**src/rtl/audio_i2s_tx.sv**
```systemverilog
// -----------------------------------------------------------------------------
// audio_i2s_tx
//
// Purpose:
//   Serialises a stereo sample pair into a standard I2S stream for the audio
//   DAC. Runs entirely in the audio_mclk domain. SCLK and LRCK are divided
//   down from MCLK. One coherent L/R pair is captured per frame, at the
//   frame boundary. Each channel is then shifted out MSB-first, with the
//   usual I2S one-bit delay after the LRCK edge.
//
// Parameters:
//   DATA_W        - sample width per channel (must be <= SLOT_W-1)
//   SLOT_W        - SCLK periods per channel slot; a frame is 2*SLOT_W
//   MCLK_PER_SCLK - MCLK cycles per SCLK period (even, >= 2)
//
// Ports:
//   audio_mclk  in   sole clock (audio master clock)
//   reset       in   synchronous, active-high reset
//   audio_l     in   left sample  [DATA_W-1:0]
//   audio_r     in   right sample [DATA_W-1:0]
//   audio_sclk  out  bit clock, MCLK/MCLK_PER_SCLK, 50% duty
//   audio_lrck  out  word select, 0 = left slot, 1 = right slot
//   audio_dac   out  serial data, updates on the SCLK falling edge
//   frame_start out  one-MCLK pulse when a new L/R pair has been captured
//
// Optional feature:
//   AUDIO_TX_OFFSET_BINARY_EN - when defined, inputs are offset-binary and
//   their MSB is inverted at capture. When undefined, samples are sent
//   bit-exact as two's complement. Timing is identical in both builds.
// -----------------------------------------------------------------------------
module audio_i2s_tx #(
    parameter int unsigned DATA_W        = 16,
    parameter int unsigned SLOT_W        = 32,
    parameter int unsigned MCLK_PER_SCLK = 4
) (
    input  logic              audio_mclk,
    input  logic              reset,
    input  logic [DATA_W-1:0] audio_l,
    input  logic [DATA_W-1:0] audio_r,
    output logic              audio_sclk,
    output logic              audio_lrck,
    output logic              audio_dac,
    output logic              frame_start
);

    localparam int unsigned DIV_W = (MCLK_PER_SCLK > 2) ? $clog2(MCLK_PER_SCLK) : 1;
    localparam int unsigned BIT_W = $clog2(2 * SLOT_W);

    localparam logic [DIV_W-1:0] DivLast       = DIV_W'(MCLK_PER_SCLK - 1);
    localparam logic [DIV_W-1:0] DivHalf       = DIV_W'(MCLK_PER_SCLK / 2);
    localparam logic [BIT_W-1:0] BitLast       = BIT_W'(2 * SLOT_W - 1);
    localparam logic [BIT_W-1:0] RightStart    = BIT_W'(SLOT_W);
    localparam logic [BIT_W-1:0] LeftDataLast  = BIT_W'(DATA_W);
    localparam logic [BIT_W-1:0] RightDataLast = BIT_W'(SLOT_W + DATA_W);

    // Elaboration-time sanity checks on the configuration.
    if (DATA_W < 2 || DATA_W > SLOT_W - 1) begin : g_bad_data_w
        $error("audio_i2s_tx: DATA_W must be in 2..SLOT_W-1");
    end
    if (MCLK_PER_SCLK < 2 || (MCLK_PER_SCLK % 2) != 0) begin : g_bad_div
        $error("audio_i2s_tx: MCLK_PER_SCLK must be even and >= 2");
    end

    // -------------------------------------------------------------------------
    // State
    // -------------------------------------------------------------------------
    logic [DIV_W-1:0]  div_cnt_q, div_cnt_d;
    logic [BIT_W-1:0]  bit_cnt_q, bit_cnt_d;
    logic              sclk_q, sclk_d;
    logic              lrck_q, lrck_d;
    logic              dac_q, dac_d;
    logic              frame_start_q, frame_start_d;
    logic [DATA_W-1:0] shift_l_q, shift_l_d;
    logic [DATA_W-1:0] shift_r_q, shift_r_d;

    // -------------------------------------------------------------------------
    // Capture formatting
    // -------------------------------------------------------------------------
    logic [DATA_W-1:0] cap_l, cap_r;

`ifdef AUDIO_TX_OFFSET_BINARY_EN
    // Offset-binary to two's complement: flip the sign bit only.
    assign cap_l = {~audio_l[DATA_W-1], audio_l[DATA_W-2:0]};
    assign cap_r = {~audio_r[DATA_W-1], audio_r[DATA_W-2:0]};
`else
    assign cap_l = audio_l;
    assign cap_r = audio_r;
`endif

    // -------------------------------------------------------------------------
    // Next-state logic
    // -------------------------------------------------------------------------
    logic sclk_fall;
    logic frame_wrap;
    logic left_slot;
    logic right_slot;

    always_comb begin
        sclk_fall  = (div_cnt_q == DivLast);
        frame_wrap = sclk_fall && (bit_cnt_q == BitLast);

        div_cnt_d = sclk_fall ? '0 : div_cnt_q + 1'b1;
        // Registered from the next divider value, so audio_sclk is high
        // exactly while div_cnt_q is in the upper half.
        sclk_d    = (div_cnt_d >= DivHalf);

        bit_cnt_d = bit_cnt_q;
        if (sclk_fall) begin
            bit_cnt_d = (bit_cnt_q == BitLast) ? '0 : bit_cnt_q + 1'b1;
        end

        // Slot decode uses the new bit count, i.e. the bit about to be driven.
        left_slot  = (bit_cnt_d != '0) && (bit_cnt_d <= LeftDataLast);
        right_slot = (bit_cnt_d > RightStart) && (bit_cnt_d <= RightDataLast);

        lrck_d        = lrck_q;
        dac_d         = dac_q;
        shift_l_d     = shift_l_q;
        shift_r_d     = shift_r_q;
        frame_start_d = frame_wrap;

        if (sclk_fall) begin
            lrck_d = (bit_cnt_d >= RightStart);
            dac_d  = 1'b0;
            if (left_slot) begin
                dac_d     = shift_l_q[DATA_W-1];
                shift_l_d = {shift_l_q[DATA_W-2:0], 1'b0};
            end
            if (right_slot) begin
                dac_d     = shift_r_q[DATA_W-1];
                shift_r_d = {shift_r_q[DATA_W-2:0], 1'b0};
            end
        end

        // Capture happens at bit_cnt 0, which is never a data slot, so it
        // cannot collide with a shift.
        if (frame_wrap) begin
            shift_l_d = cap_l;
            shift_r_d = cap_r;
        end
    end

    // -------------------------------------------------------------------------
    // Registers
    // -------------------------------------------------------------------------
    always_ff @(posedge audio_mclk) begin
        if (reset) begin
            div_cnt_q     <= '0;
            bit_cnt_q     <= '0;
            sclk_q        <= 1'b0;
            lrck_q        <= 1'b0;
            dac_q         <= 1'b0;
            frame_start_q <= 1'b0;
            shift_l_q     <= '0;
            shift_r_q     <= '0;
        end else begin
            div_cnt_q     <= div_cnt_d;
            bit_cnt_q     <= bit_cnt_d;
            sclk_q        <= sclk_d;
            lrck_q        <= lrck_d;
            dac_q         <= dac_d;
            frame_start_q <= frame_start_d;
            shift_l_q     <= shift_l_d;
            shift_r_q     <= shift_r_d;
        end
    end

    assign audio_sclk  = sclk_q;
    assign audio_lrck  = lrck_q;
    assign audio_dac   = dac_q;
    assign frame_start = frame_start_q;

endmodule

```
**config.mk**
```make
export PLATFORM = sky130hd
export DESIGN_NAME = audio_i2s_tx
export DESIGN_NICKNAME = d
export VERILOG_FILES = /design/src/rtl/audio_i2s_tx.sv
export SDC_FILE = /design/constraint.sdc
export NUM_CORES = 1
export LEC_CHECK = 0
export ABC_AREA = 0
export ABC_CLOCK_PERIOD_IN_PS = 7120
export CAP_MARGIN = 15
export CORE_ASPECT_RATIO = 1.75
export CORE_MARGIN = 4
export CORE_UTILIZATION = 49
export DETAILED_ROUTE_END_ITERATION = 12
export PLACE_DENSITY = 0.75
export SYNTH_ARGS = -nofsm -noshare
export SYNTH_HDL_FRONTEND = slang
export SYNTH_SLANG_ARGS = --single-unit
```
**constraint.sdc**
```tcl
create_clock -name audio_mclk -period 7.12 [get_ports audio_mclk]
set_input_delay 1.068 -clock audio_mclk [delete_from_list [all_inputs] [get_ports audio_mclk]]
set_output_delay 1.068 -clock audio_mclk [all_outputs]
set_load 0.005 [all_outputs]
```
==> impl_metrics.tcl, run 1 <==
set metrics [dict create \
    ys_seq_area_share_pct 38.3 \
    cts_buffers 5 \
    async_flop_share_pct 0 \
    gp_congestion 0.856 \
    dp_hpwl_um 3150 \
    clkSlewWorstSetupHoldPaths_ps 80 \
    synth-seq-cells 43 \
    die_w_um 59.2 \
    cts-root-buf "clkbuf_8" \
    ys.flop_type "dfxtp_1" \
    ctsResizeCount 0 \
    grtUsageTotal_pct 15.6 \
    finalWirelength_um 4250 \
    final.setup.tns_ps 0 \
    hold_viol 0 \
    whs_path_depth 1 \
    ant_nets 0 \
    clk_path_buf_depth 2 \
    drt_iter0_markers 44 \
    end_kind "flip-flop" \
    finalCritPeriodShare_pct 47.6 \
    status "finished, final reports clean" \
    netlist_area_um2 2250 \
    layoutNonFillerInstCount 284 \
    cts_tree "built" \
    cp-start-kind "flip-flop" \
    fmax_mhz 295 \
    grt_pass1_wl_um 7090 \
    min_delay_worst_endpoint "div_cnt_q[0]$_SDFF_PP0_" \
    dp_slack_ps 3720 \
    final_nets 268 \
    core_region_area_um2 4440 \
    power_leakage_nw 0.792 \
    regToRegStartpoint "div_cnt_q[0]$_SDFF_PP0_" \
    layout.area.seq_um2 861 \
    port_buffers 37 \
    grt_pass1_vias 1511 \
    post_cts_buffers 0 \
    vias 1679 \
    netlist_instances 205 \
    die_h_um 97.6 \
    relSlewSlack_pct 44.2 \
    fp.dieArea_um2 5780 \
    worst_ep_arrival_time_ps 3610 \
    area_growth_pct 17.9 \
    grt_max_degree 43 \
    worst_pin_slew_ps 838 \
    reg2regPathDepth 7 \
    cts_sinks 43 \
    required_ps 7340 \
    maxCapViolations 0 \
    antenna_found_initial 0 \
    synth-warning-count 0 \
    yosysUniqueCellTypes 49 \
    multi_input_area_um2 1270 \
    gr-total-overflow 0 \
    diodes 0 \
    syn_nets 241 \
    vdd_drop_max_v 0.000148 \
    final_area_um2 2650 \
    slew_viol_final 0 \
    rsz0062_at_grt "false" \
    fin_crit_ps 3390 \
    path_max_fanout 42 \
    dr.pass1.iters 4 \
    start_util_pct 50.6 \
    post-route-drc-count 0 \
    rows 32 \
    fin_ws_ps 3730 \
    num_io_pins 38 \
    wl_per_cell_um 15.0 \
    min_path_type "flip-flop to flip-flop" \
    place_area_um2 2570 \
    worst_clock_skew_ps 6.94 \
    n_fill_cell 377 \
    synth_edf_count 0 \
    cellPowerDensity_nw_per_um2 163 \
    cts_hold_buf 0 \
    r2r_end "shift_r_q[14]$_SDFFE_PP0P_" \
    h-tree-depth 2 \
    drive_gt1_share_pct 13.3 \
    regToRegSetupSlack_ps 3730 \
    place_inst 276 \
    critical_path_class "flip-flop to flip-flop" \
    vias_per_cell 5.91 \
    clkLatencyLatePin_ps 290 \
    synth.avg_cell_area_um2 11.0 \
    setup_viol 0 \
    worstHoldStart "div_cnt_q[0]$_SDFF_PP0_" \
]
## synth_stat cells (all sizes together), types with 3 or more instances
library cell	n	area, µm²
buf	14	105
nor3	8	62.6
nor3b	3	27.5
o2bb2ai	30	325
clkbuf	3	11.3
o31ai	3	36.3
dfxtp	43	861
nand2	8	32.5
o21ai	7	35.0
mux2i	34	344
a21oi	7	35.0
nor2	11	57.6
## registers in the layout, summed over array words and instances, names as in the netlist
signal       cells
bit_cnt_q        6
shift_r_q       16
div_cnt_q        2
frame_start      1
audio_dac        1
shift_l_q       16
audio_lrck       1
## report_power, final
group / switching [W] / internal, W
logic: 0.0000162 / 0.0000265
registers: 0.00000191 / 0.000243
clock network: 0.0000776 / 0.0000685
total: 0.0000957 / 0.000338
## cell families (layout without fill, tap and decap cells)
kind of cell,after synthesis,after routing,synth area share (%)
compound gates,58,58,24.1
xor+xnor,4,4,1.56
fa+ha+maj,2,2,1.11
buf+inv,18,46,5.34
flops,43,43,38.3
mux,35,35,16.0
simple gates,45,45,13.7
## critical path, stage by stage (launching register included)
cell and delay (ps):
dfxtp_1 340, ha_1 610, nand4_2 380, nor2_8 750, o31ai_4 170, mux2i_2 240, nor3_4 610, o2bb2ai_1 190
## worst max path at each step
| stage | from | to | slack, ps | cells past startpoint |
|---|---|---|---|---|
| 2_1_floorplan | bit_cnt_q[0]$_SDFF_PP0_ | shift_l_q[10]$_SDFFE_PP0P_ | 4890 | 9 |
| 3_3_place_gp | div_cnt_q[1]$_SDFF_PP0_ | shift_r_q[15]$_SDFFE_PP0P_ | 3800 | 7 |
| 3_5_place_dp | div_cnt_q[0]$_SDFF_PP0_ | shift_r_q[14]$_SDFFE_PP0P_ | 3720 | 7 |
| 4_1_cts | div_cnt_q[0]$_SDFF_PP0_ | shift_r_q[14]$_SDFFE_PP0P_ | 3710 | 7 |
| 5_1_grt | div_cnt_q[1]$_SDFF_PP0_ | shift_l_q[9]$_SDFFE_PP0P_ | 3400 | 7 |
| 6_report | div_cnt_q[0]$_SDFF_PP0_ | shift_r_q[14]$_SDFFE_PP0P_ | 3730 | 7 |
## area by class of cell
cell class	count	area share, %
inverter	1	0.142
tap	51	2.41
multi-input combinational	144	47.8
sequential	43	32.5
clock buffer	6	2.74
clock inverter	2	0.472
timing repair buffer	37	14.0
## through the flow
step,util [%],hold WS [ps],power [W]
floorplan,-,402,0.000271
global placement,57.8,410,0.000293
detailed placement,57.8,425,0.000293
CTS,59.7,437,0.000442
global route,59.7,460,0.000456
finish,59.7,436,0.000433
## cell usage in the layout (no fill, tap or decap), drive strengths merged, types with 3 or more instances in the layout
cell | synthesis | layout
dfxtp | 43 | 43
mux2i | 34 | 34
nor3b | 3 | 3
o21ai | 7 | 7
o31ai | 3 | 3
a21oi | 7 | 7
nor2 | 11 | 11
nor3 | 8 | 8
clkdlybuf4s50 | 0 | 37
clkbuf | 3 | 6
o2bb2ai | 30 | 30
nand2 | 8 | 8
## layer usage
layer  global-route usage, %  up-vias  wire length [µm]
met1                    18.8      793              1800
li1                        -      840                 -
met3                    3.99       11               157
met2                    24.5       35              2160
met5                       0        -                 0
met4                    8.55        0               136
No activity file was read; power rests on OpenSTA's default activity.
==> inputs of run 2 (changes only) <==
--- a/config.mk
+++ b/config.mk
@@ -6,7 +6,7 @@
 export NUM_CORES = 1
 export LEC_CHECK = 0
 export ABC_AREA = 0
-export ABC_CLOCK_PERIOD_IN_PS = 7120
+export ABC_CLOCK_PERIOD_IN_PS = 3500
 export CAP_MARGIN = 15
 export CORE_ASPECT_RATIO = 1.75
 export CORE_MARGIN = 4
==> constraint.sdc (replaced) <==
create_clock -name audio_mclk -period 3.5 [get_ports audio_mclk]
set_input_delay 0.525 -clock audio_mclk [delete_from_list [all_inputs] [get_ports audio_mclk]]
set_output_delay 0.525 -clock audio_mclk [all_outputs]
set_load 0.005 [all_outputs]
==> run 2 against run 1 <==
  * Count of clock-buffer cells in the layout increased by 1
  * Clock power increased by 110%
  * Critical path depth increased by 1
  * Combinational power increased by 110%
  * Clock skew about the same
  * Register-to-register slack got worse by 2900 ps
  * Utilization increased by 0.42 points
  * Final cell count increased by 1.1%
  * First-iteration DRC count increased by 93%
  * Critical path type unchanged
  * Largest cell class unchanged
==> impl_metrics.tcl, run 2 (synthesis gave the netlist of run 1 again) <==
set metrics [dict create \
    status "finished, final reports clean" \
    worst_clock_skew_ps 7.04 \
    port_buffers 37 \
    top_regs "shift_l_q (16), shift_r_q (16), bit_cnt_q (6)" \
    final_nets 271 \
    relSlewSlack_pct 46.7 \
    dp_hpwl_um 3300 \
    power_leakage_nw 0.809 \
    n_fill_cell 378 \
    reg2regPathDepth 8 \
    cp_num_cells 8 \
    grt_pass1_wl_um 7760 \
    die_w_um 59.2 \
    post_cts_buffers 0 \
    regToRegSetupSlack_ps 860 \
    regToRegStartpoint "div_cnt_q[0]$_SDFF_PP0_" \
    critical_path_class "flip-flop to flip-flop" \
    antenna_found_initial 0 \
    hold_viol 0 \
    dp_slack_ps 856 \
    cts_buffers 5 \
    wl_per_cell_um 15.8 \
    gr-total-overflow 0 \
    cts_tree "built" \
    core_region_area_um2 4440 \
    fin_crit_ps 2640 \
    cellPowerDensity_nw_per_um2 333 \
    maxCapViolations 0 \
    vias_per_cell 5.95 \
    final.setup.tns_ps 0 \
    fin_ws_ps 861 \
    rows 32 \
    start_util_pct 50.6 \
    crit_path_max_incr_delay_ps 490 \
    vias 1708 \
    ant_nets 0 \
    fp.dieArea_um2 5780 \
    diodes 0 \
    post-route-drc-count 0 \
    vdd_drop_max_v 0.000228 \
    area_growth_pct 18.7 \
    finalCritPeriodShare_pct 75.4 \
    drt_iter0_markers 85 \
    fmax_mhz 379 \
    drive_gt1_share_pct 14.0 \
    path_delay_family "compound AO/OA/AOI/OAI gates" \
    crit_start "div_cnt_q[0]$_SDFF_PP0_" \
    ctsResizeCount 0 \
    cp-start-kind "flip-flop" \
    slew_viol_final 0 \
    cts-root-buf "clkbuf_8" \
    grt_pass1_vias 1672 \
    cts_sinks 43 \
    r2r_end "shift_l_q[4]$_SDFFE_PP0P_" \
    crit_chain "ha_1, buf_4, nor4_1, a41o_1, o31ai_4, mux2_4, o21bai_2, o2bb2ai_1" \
    min_path_type "flip-flop to flip-flop" \
    layout.cells.most_common "dfxtp_1" \
    rsz0062_at_grt "false" \
    clkLatencyLatePin_ps 290 \
    holdWs_ps 435 \
    crit_path_end "shift_l_q[4]$_SDFFE_PP0P_" \
    die_h_um 97.6 \
    layout_common_cells "dfxtp_1 (43), clkdlybuf4s50_1 (37), mux2i_1 (33), o2bb2ai_1 (20)" \
    cts_hold_buf 0 \
    h-tree-depth 2 \
    clk_path_buf_depth 2 \
    worst_ep_arrival_time_ps 2800 \
    p_total_w 0.000888 \
    dr.pass1.iters 4 \
    gp_congestion 0.922 \
    fin_util_pct 60.1 \
    critPathBufInv 1 \
    slowest_stage "o21bai_2" \
    finalWirelength_um 4550 \
    required_ps 3660 \
    path_max_fanout 15 \
    end_kind "flip-flop" \
    worst_pin_slew_ps 797 \
    clkSlewWorstSetupHoldPaths_ps 80 \
    setup_viol 0 \
    grtUsageTotal_pct 17.3 \
    grt_max_degree 42 \
    num_io_pins 38 \
]
[run 2: stage by stage]
| stage | instance area [µm²] | cells |
|---|---|---|
| floorplan | 2250 | 205 |
| global placement | 2590 | 279 |
| detailed placement | 2590 | 279 |
| CTS | 2670 | 287 |
| global route | 2670 | 287 |
| finish | 2670 | 287 |
[run 2: layout make-up]
cell class / instances / area [µm²] / share of cell area (%)
inverters: 1 / 3.75 / 0.141
clock buffers: 7 / 76.3 / 2.86
clock inverters: 1 / 5.00 / 0.187
repair buffers: 40 / 393 / 14.7
well taps: 51 / 63.8 / 2.39
multi-input cells: 144 / 1270 / 47.5
flip-flops and latches: 43 / 861 / 32.2
[run 2: how the worst min path moves through the flow]
| stage | from | to | slack [ps] | cells past startpoint |
|---|---|---|---|---|
| final | div_cnt_q[0]$_SDFF_PP0_ | div_cnt_q[0]$_SDFF_PP0_ | 440 | 1 |
| after global routing | div_cnt_q[0]$_SDFF_PP0_ | div_cnt_q[0]$_SDFF_PP0_ | 470 | 1 |
| after CTS | div_cnt_q[0]$_SDFF_PP0_ | div_cnt_q[0]$_SDFF_PP0_ | 440 | 1 |
| after detailed placement | div_cnt_q[0]$_SDFF_PP0_ | div_cnt_q[0]$_SDFF_PP0_ | 430 | 1 |
| after global placement | div_cnt_q[0]$_SDFF_PP0_ | div_cnt_q[0]$_SDFF_PP0_ | 410 | 1 |
| after floorplan | div_cnt_q[0]$_SDFF_PP0_ | div_cnt_q[0]$_SDFF_PP0_ | 400 | 1 |
[run 2: worst register-to-register path: cells and delay by family, from the launching register on]
kind,cells,cell delay [ps]
muxes,1,360
buffers and inverters,1,250
adders and majority gates,1,310
and+or+nand+nor,1,80
AOI/OAI and AO/OA,4,1170
DFF,1,340
[run 2: report_power, final]
part           leakage, nW  internal, W  switching [W]
registers            0.347     0.000493     0.00000385
clock network       0.0422     0.000140       0.000162
logic                0.420    0.0000554      0.0000338
total                0.809     0.000689       0.000199
[run 2: per-layer routing]
layer	up-vias	wire length (µm)	track usage (%)
met2	43	2410	28.6
li1	850	-	-
met4	0	138	9.08
met1	802	1840	19.9
met5	-	0	0
met3	13	157	3.72
